<file path="src/rtl/polmul_sequencer_if.sv">
// Command/response bundle between a requester and polmul_sequencer, including
// the start pulses and bank select that drive the NTT address generator.
interface polmul_sequencer_if;
  // Handshake: a command transfers on a rising edge where cmd_valid && cmd_ready;
  // the requester keeps cmd_valid and cmd_op stable until that edge.
  logic       cmd_valid;
  logic [1:0] cmd_op;
  logic       cmd_ready;
  logic       start_fntt;
  logic       start_pwm2;
  logic       start_intt;
  logic [1:0] poly_sel;
  logic       busy;
  logic       done;
  logic [1:0] resp_op;

  modport master (
    output cmd_valid, cmd_op,
    input  cmd_ready, start_fntt, start_pwm2, start_intt, poly_sel, busy, done, resp_op
  );

  modport slave (
    input  cmd_valid, cmd_op,
    output cmd_ready, start_fntt, start_pwm2, start_intt, poly_sel, busy, done, resp_op
  );
endinterface

</file>
<file path="src/rtl/polmul_sequencer.sv">
// Steps the NTT address generator through FNTT/PWM2/INTT operations for one command.
// Optional macro SEQ_PERF_EN adds perf_cycles (acceptance-to-done cycle count).
module polmul_sequencer #(
  parameter int FNTT_CYC = 225,
  parameter int PWM_CYC  = 160,
  parameter int INTT_CYC = 225,
  parameter int DRAIN    = 8
) (
  input  logic               clk,
  input  logic               reset,
  polmul_sequencer_if.slave  bus,
  output logic [1:0]         dbg_state
`ifdef SEQ_PERF_EN
  ,
  output logic [15:0]        perf_cycles
`endif
);

  localparam int MAX_A  = (FNTT_CYC > PWM_CYC) ? FNTT_CYC : PWM_CYC;
  localparam int MAX_OP = (MAX_A > INTT_CYC) ? MAX_A : INTT_CYC;
  localparam int CNT_WR = $clog2(MAX_OP + DRAIN + 1);
  localparam int CNT_W  = (CNT_WR < 1) ? 1 : CNT_WR;

  localparam logic [CNT_W-1:0] N_FNTT = CNT_W'(FNTT_CYC + DRAIN);
  localparam logic [CNT_W-1:0] N_PWM2 = CNT_W'(PWM_CYC + DRAIN);
  localparam logic [CNT_W-1:0] N_INTT = CNT_W'(INTT_CYC + DRAIN);

  typedef enum logic [1:0] {S_IDLE, S_ISSUE, S_RUN, S_FIN} state_t;
  typedef enum logic [1:0] {K_FNTT, K_PWM2, K_INTT} kind_t;

  state_t           state_q, state_d;
  logic [1:0]       op_q, op_d;
  logic [1:0]       step_q, step_d;
  logic [CNT_W-1:0] cnt_q, cnt_d;

  kind_t      cur_kind;
  logic [1:0] cur_sel;
  logic       last_step;
  logic       accept;

  logic       cmd_ready;
  logic       start_fntt, start_pwm2, start_intt;
  logic [1:0] poly_sel;
  logic       busy, done;
  logic [1:0] resp_op;

  // Operation and operand bank for the step currently being issued or run.
  always_comb begin
    cur_kind  = K_FNTT;
    cur_sel   = 2'd0;
    last_step = 1'b1;
    case (op_q)
      2'd0: begin cur_kind = K_FNTT; cur_sel = 2'd0; end
      2'd1: begin cur_kind = K_PWM2; cur_sel = 2'd2; end
      2'd2: begin cur_kind = K_INTT; cur_sel = 2'd2; end
      default: begin
        last_step = (step_q == 2'd3);
        case (step_q)
          2'd0:    begin cur_kind = K_FNTT; cur_sel = 2'd0; end
          2'd1:    begin cur_kind = K_FNTT; cur_sel = 2'd1; end
          2'd2:    begin cur_kind = K_PWM2; cur_sel = 2'd2; end
          default: begin cur_kind = K_INTT; cur_sel = 2'd2; end
        endcase
      end
    endcase
  end

  assign accept = (state_q == S_IDLE) && bus.cmd_valid;

  always_comb begin
    state_d    = state_q;
    op_d       = op_q;
    step_d     = step_q;
    cnt_d      = cnt_q;
    cmd_ready  = 1'b0;
    start_fntt = 1'b0;
    start_pwm2 = 1'b0;
    start_intt = 1'b0;
    poly_sel   = 2'd0;
    busy       = 1'b0;
    done       = 1'b0;
    resp_op    = 2'd0;
    case (state_q)
      S_IDLE: begin
        cmd_ready = 1'b1;
        if (bus.cmd_valid) begin
          op_d    = bus.cmd_op;
          step_d  = 2'd0;
          state_d = S_ISSUE;
        end
      end
      S_ISSUE: begin
        busy     = 1'b1;
        poly_sel = cur_sel;
        case (cur_kind)
          K_FNTT:  begin start_fntt = 1'b1; cnt_d = N_FNTT; end
          K_PWM2:  begin start_pwm2 = 1'b1; cnt_d = N_PWM2; end
          default: begin start_intt = 1'b1; cnt_d = N_INTT; end
        endcase
        state_d = S_RUN;
      end
      S_RUN: begin
        busy     = 1'b1;
        poly_sel = cur_sel;
        cnt_d    = (cnt_q != '0) ? cnt_q - 1'b1 : '0;
        // cnt_q == 1 marks the Nth and final run cycle of this step.
        if (cnt_q <= CNT_W'(1)) begin
          if (last_step) begin
            state_d = S_FIN;
          end else begin
            step_d  = step_q + 2'd1;
            state_d = S_ISSUE;
          end
        end
      end
      default: begin
        busy    = 1'b1;
        done    = 1'b1;
        resp_op = op_q;
        state_d = S_IDLE;
      end
    endcase
  end

  always_ff @(posedge clk) begin
    if (!reset) begin
      state_q <= S_IDLE;
      op_q    <= 2'd0;
      step_q  <= 2'd0;
      cnt_q   <= '0;
    end else begin
      state_q <= state_d;
      op_q    <= op_d;
      step_q  <= step_d;
      cnt_q   <= cnt_d;
    end
  end

  assign bus.cmd_ready  = cmd_ready;
  assign bus.start_fntt = start_fntt;
  assign bus.start_pwm2 = start_pwm2;
  assign bus.start_intt = start_intt;
  assign bus.poly_sel   = poly_sel;
  assign bus.busy       = busy;
  assign bus.done       = done;
  assign bus.resp_op    = resp_op;
  assign dbg_state      = state_q;

`ifdef SEQ_PERF_EN
  logic [15:0] cyc_q, cyc_d;
  logic [15:0] perf_q, perf_d;

  // cyc_q equals k in cycle c+k; perf_q is loaded so the FIN cycle shows the total.
  always_comb begin
    cyc_d  = cyc_q;
    perf_d = perf_q;
    if (state_q == S_IDLE) begin
      if (accept) cyc_d = 16'd1;
    end else if (cyc_q != 16'hFFFF) begin
      cyc_d = cyc_q + 16'd1;
    end
    if ((state_q == S_RUN) && (state_d == S_FIN)) begin
      perf_d = (cyc_q == 16'hFFFF) ? cyc_q : cyc_q + 16'd1;
    end
  end

  always_ff @(posedge clk) begin
    if (!reset) begin
      cyc_q  <= 16'd0;
      perf_q <= 16'd0;
    end else begin
      cyc_q  <= cyc_d;
      perf_q <= perf_d;
    end
  end

  assign perf_cycles = perf_q;
`endif

endmodule

</file>
<file path="src/flat_wrapper.sv">
// flat-port wrapper written by rule: the top's interface ports become plain ports
module polmul_sequencer_flat 
#(
  parameter int FNTT_CYC = 225,
  parameter int PWM_CYC  = 160,
  parameter int INTT_CYC = 225,
  parameter int DRAIN    = 8
)
  (clk, reset, dbg_state, bus_cmd_valid, bus_cmd_op, bus_cmd_ready, bus_start_fntt, bus_start_pwm2, bus_start_intt, bus_poly_sel, bus_busy, bus_done, bus_resp_op);
  polmul_sequencer_if bus_i ();
  input  logic clk;
  input  logic reset;
  output logic [1:0] dbg_state;
  input wire logic [$bits(bus_i.cmd_valid)-1:0] bus_cmd_valid;
  input wire logic [$bits(bus_i.cmd_op)-1:0] bus_cmd_op;
  output wire logic [$bits(bus_i.cmd_ready)-1:0] bus_cmd_ready;
  output wire logic [$bits(bus_i.start_fntt)-1:0] bus_start_fntt;
  output wire logic [$bits(bus_i.start_pwm2)-1:0] bus_start_pwm2;
  output wire logic [$bits(bus_i.start_intt)-1:0] bus_start_intt;
  output wire logic [$bits(bus_i.poly_sel)-1:0] bus_poly_sel;
  output wire logic [$bits(bus_i.busy)-1:0] bus_busy;
  output wire logic [$bits(bus_i.done)-1:0] bus_done;
  output wire logic [$bits(bus_i.resp_op)-1:0] bus_resp_op;
  assign bus_i.cmd_valid = bus_cmd_valid;
  assign bus_i.cmd_op = bus_cmd_op;
  assign bus_cmd_ready = bus_i.cmd_ready;
  assign bus_start_fntt = bus_i.start_fntt;
  assign bus_start_pwm2 = bus_i.start_pwm2;
  assign bus_start_intt = bus_i.start_intt;
  assign bus_poly_sel = bus_i.poly_sel;
  assign bus_busy = bus_i.busy;
  assign bus_done = bus_i.done;
  assign bus_resp_op = bus_i.resp_op;
  polmul_sequencer #(.FNTT_CYC(FNTT_CYC), .PWM_CYC(PWM_CYC), .INTT_CYC(INTT_CYC), .DRAIN(DRAIN)) u_core (.clk(clk), .reset(reset), .bus(bus_i), .dbg_state(dbg_state));
endmodule
</file>
<file path="config.mk">
export PLATFORM = sky130hd
export DESIGN_NAME = polmul_sequencer_flat
export DESIGN_NICKNAME = d
export VERILOG_FILES = /design/src/rtl/polmul_sequencer_if.sv /design/src/rtl/polmul_sequencer.sv /design/src/flat_wrapper.sv
export SDC_FILE = /design/constraint.sdc
export NUM_CORES = 1
export LEC_CHECK = 0
export BUFFER_PORTS_ARGS = -buffer_cell sky130_fd_sc_hd__buf_2
export CORE_MARGIN = 8
export CORE_UTILIZATION = 53
export CTS_BUF_LIST = sky130_fd_sc_hd__clkbuf_8
export DETAILED_ROUTE_END_ITERATION = 10
export PLACE_DENSITY = 0.78
export SYNTH_ARGS = -nofsm -noshare
export SYNTH_HDL_FRONTEND = slang
export SYNTH_SLANG_ARGS = --single-unit
</file>
<file path="constraint.sdc">
create_clock -name clk -period 1.45 [get_ports clk]
set_input_delay 0.29 -clock clk [delete_from_list [all_inputs] [get_ports clk]]
set_output_delay 0.29 -clock clk [all_outputs]
set_load 0.02 [all_outputs]
</file>
---- Yosys cells after proc, flatten, opt, wreduce, memory -nomap -nowiden ----
Index checks and enable logic that the tools add are counted.
storage, ports and cells
  logic and storage cells ................. 61
  input port bits ......................... 5
  register bits after elaboration ......... 14
cells by class
  add/subtract/negate cells ............... 2
  reductions and logical operators ........ 16
  mux-type cells .......................... 27
  order comparisons ....................... 1
  eq/ne operators ......................... 11
operators with widths
  cell                 count
  $mux 2               8
  $pmux 2 s2           4
  $pmux 8 s2           1
  $pmux 2 s3           2
  $mux 1               10
  $eq 2x1->1 const B   4
  $eq 2x2->1 const B   4
  $le 8x1->1 const B   1
  $logic_not 2->1      4
  $mux 8               1
  $reduce_bool 8->1    1
  $reduce_or 2->1      4
  $sub 8x1->8 const B  1
  $mux 7               1
  $reduce_or 3->1      2
  $ne 2x2->1 const B   2
  $reduce_and 2->1     2
  $reduce_and 4->1     1
  $reduce_bool 2->1    2
  $add 2x1->2 const B  1
  $ne 2x1->1 const B   1

---- Depth between registers and ports, before layout ----
  depth in word-level cells ............... 8
  depth in mapped cells ................... 6
  mapped depth without buffers ............ 6

---- Worst setup path after synthesis ----
OpenSTA, ideal clock, no wires.
  kind .................................... register to output
  from .................................... reg u_core.state_q[0], in the netlist u_core.dbg_state[0]
  to ...................................... out bus_poly_sel[1]
  data required time ...................... 1.160 ns
  stages on the path, launching flop included .. 5
  path slack .............................. -0.461 ns
  data arrival time ....................... 1.621 ns
  cells stage by stage .................... dfxtp_1 inv_1 ha_1 clkbuf_1 nor2b_1
on the way
  cells in the longest elaborated chain, start to end .. 3
  elaborated cells on any way between the ends .. 4
  classes of those cells .................. eq/ne (2); mux (1); reduce/logical (1)
RTL lines
  what                                      RTL line                 text
  start, declared                           polmul_sequencer.sv:31   state_t state_q, state_d;
  start signal, assigned                    polmul_sequencer.sv:132  state_q <= state_d;
  $eq 2x1->1 or $eq 2x2->1 (tied branches)  polmul_sequencer.sv:83   case (state_q)
  $reduce_or 2->1 (no line) (*)             n/a
  $mux 2 (*)                                polmul_sequencer.sv:83
  end, declared                             flat_wrapper.sv:20       output wire logic [$bits(bus_i.poly_sel)-1:0] bus_poly_sel;
Mark *: on every way between the ends. The rest lies on a longest branch, timed or not.

---- Final worst setup path ----
  from .................................... reg u_core.step_q[1]
  to ...................................... out bus_start_pwm2
on the way
  cells in the longest elaborated chain, start to end .. 7
  elaborated cells on any way between the ends .. 9
  classes of those cells .................. eq/ne (3); mux (4); reduce/logical (2)
RTL lines
  what                                           RTL line                 text
  start, declared                                polmul_sequencer.sv:33   logic [1:0] step_q, step_d;
  start signal, assigned                         polmul_sequencer.sv:134  step_q <= step_d;
  $eq 2x1->1 or $logic_not 2->1 (tied branches)  polmul_sequencer.sv:58   case (step_q)
  $reduce_or 2->1 (no line)                      n/a
  $pmux 2 s2 (*)                                 polmul_sequencer.sv:58
  $pmux 2 s3 (*)                                 polmul_sequencer.sv:52   case (op_q)
  $eq 2x1->1 (*)                                 polmul_sequencer.sv:95   case (cur_kind)
  $mux 1 (*)                                     polmul_sequencer.sv:95
  $mux 1 (*)                                     polmul_sequencer.sv:83
  end, declared                                  flat_wrapper.sv:18       output wire logic [$bits(bus_i.start_pwm2)-1:0] bus_start_pwm2;
Marks and branches as above.

==> results.toml <==
[outcome]
status = "finished, violations left"
violations = "negative setup slack"

[critical_path]
crit_type = "reg -> out"
cp_max_fo = 4
critPathLaunch = "u_core.step_q[1]"
cp-start-kind = "register"
rr_startpoint = "u_core.op_q[0]"
worstPathArrival_ns = 1.46
crit_required_ns = 1.16
cp-end-kind = "output port"

[timing]
fin_hold_ws_ns = 0.316
period_minus_slack_ns = 1.75
fin_crit_sh = 1.21
skew_ns = 0.00204
slew_viol_final = 0
relSlewSlack = 0.679
fin_setup_tns_ns = -2.37
grt_setup_unrepaired = "yes"
setup_slack_ns = -0.299
worstMarginPinSlew_ns = 0.480
final-setup-viol-count = 16
hold_viol = 0
max_freq_mhz = 572

[place]
io_buffers = 16
numPlacedInstances = 190
pre_cts_ws_ns = -0.113
gp_congestion = 0.864
dp_hpwl_um = 2220

[synth]
async_reset_ff_frac = 0
syn_area_per_cell_um2 = 8.50
synth_edf_count = 0
synth_xor_xnor_area_share = 0
synth-seq-cells = 14
syn_inst = 132
seq_area_frac_synth = 0.250
ys_warn_count = 0
synth-simple-area-share = 0.270
synth.net_count = 152
synth_top_flop_cell = "dfxtp_1"
synth_compound_area_frac = 0.220
synthAdderAreaFrac = 0.167
synth_cell_types = 37
synth_mux_area_frac = 0.0368
synth_top_family_by_area = "simple AND/OR/NAND/NOR gates"
syn_area_um2 = 1120

[hold_path]
hp-start = "bus_cmd_op[1]"
min_path_type = "in -> reg"

[global_routing]
grt_usage = 0.217
gr-total-overflow = 0
grt_pass1_wl_um = 6120
grt_antenna_before_repair = 0
grt_max_degree = 17
grt_pass1_vias = 1312

[drt]
routedWlPerCell_um = 21.8
drc = 0
drt_iter0_markers = 147
antenna_left = 0
viasPerCell = 6.35
dr.pass1.iters = 4
vias = 1289
wl_um = 4430

[floorplan]
die_h_um = 62.0
rows = 16
ioPinCount = 17
die_w_um = 62.0
initial_utilization = 0.566
fp.dieArea_um2 = 3850
core_area_um2 = 1980

[clock_tree]
clk_pin_slew_ns = 0.06
h-tree-depth = 1
cts_tree = "built"
ctsRootBufferMaster = "clkbuf_8"
cts_buffers = 3
clkSinkCount = 14
cts_max_path_buffers = 2
clk_latency_ns = 0.25

[pwr]
p_per_area_nw_per_um2 = 1950
power.total_w = 0.00348
leakage_nw = 0.723
vdd_drop_max_uv = 1460

[job]
cap_violations = 0

[finish]
num-nets-final = 197
antenna_cells = 0
area_growth_pct = 58.6
final_cells = 203
drive_gt1_frac = 0.551
==> path summary, 6_finish.rpt <==
kind	end	slack, ns	cells past startpoint
worst max-delay path	bus_start_pwm2	-0.30	5
worst min-delay path	u_core.op_q[1]	0.32	3
worst max register to register	u_core.step_q[0]	-0.21	7
worst min register to register	u_core.cnt_q[7]	0.56	1
==> layout by cell type (no fill, tap or decap), types with 4 or more instances in the layout <==
master / n
buf_4: 21
buf_6: 15
nand2_1: 8
buf_2: 8
dfxtp_1: 7
inv_1: 6
nor2_1: 6
ha_1: 6
o211ai_1: 5
a21oi_1: 5
ha_4: 5
and2_4: 4
o21ai_0: 4
ha_2: 4
dfxtp_4: 4
==> cells in the mapped netlist (5+ instances only) <==
library cell | n | area, um^2
and2_1 | 5 | 31.3
a21oi_1 | 7 | 35.0
nand2_1 | 8 | 30.0
nor2_1 | 9 | 33.8
o211ai_1 | 5 | 37.5
ha_1 | 15 | 188
dfxtp_1 | 14 | 280
o21ai_0 | 6 | 30.0
nor2b_1 | 6 | 37.5
inv_1 | 11 | 41.3
==> final cells by class <==
type | count | area [um^2]
fillers | 87 | 201
flip-flops and latches | 14 | 299
well taps | 27 | 33.8
clock inverters | 1 | 3.75
inverters | 11 | 46.3
clock buffers | 3 | 41.3
multi-input cells | 103 | 990
repair buffers | 44 | 367
==> critical path: stages (launching register included) <==
cell	delay, ns
dfxtp_1	0.39
ha_2	0.28
nand3b_1	0.18
o21ai_2	0.08
and2_4	0.16
buf_6	0.12
==> report_power, final <==
part / switching (W) / internal (W)
Combinational: 0.00129 / 0.00122
Sequential: 0.000121 / 0.000505
Clock: 0.000150 / 0.000188
Total: 0.00156 / 0.00192
==> metrics by stage <==
step	util	cell area, um^2
3_3_place_gp	0.707	1400
2_1_floorplan	-	1170
5_1_grt	0.898	1780
4_1_cts	0.844	1670
3_5_place_dp	0.707	1400
6_report	0.898	1780
==> cells by family after synthesis <==
logic type | count (synthesis)
buffers and inverters | 15
AND/OR/NAND/NOR | 50
flip-flops | 14
AO/OA/AOI/OAI | 34
adder cells (fa/ha/maj) | 15
multiplexers | 4
==> what timing repair did <==
item	in CTS	in global routing
resized for setup	52	25
hold buffers	0	0
setup endpoints to repair	17	21
setup buffers	7	2
pin swaps	9	11
==> layer usage <==
metal / GRT usage / vias to the layer above / routed length, um
met1: 0.225 / 613 / 1610
met4: 0.114 / 0 / 153
met2: 0.400 / 85 / 2270
li1: - / 570 / -
met5: 0 / - / 0
met3: 0.0432 / 21 / 398
==> flip-flops by register name, summed over array words and instances (netlist names) <==
register	count
u_core.step_q	2
u_core.op_q	2
u_core.dbg_state	2
u_core.cnt_q	8
(Power assumes the default switching activity.)
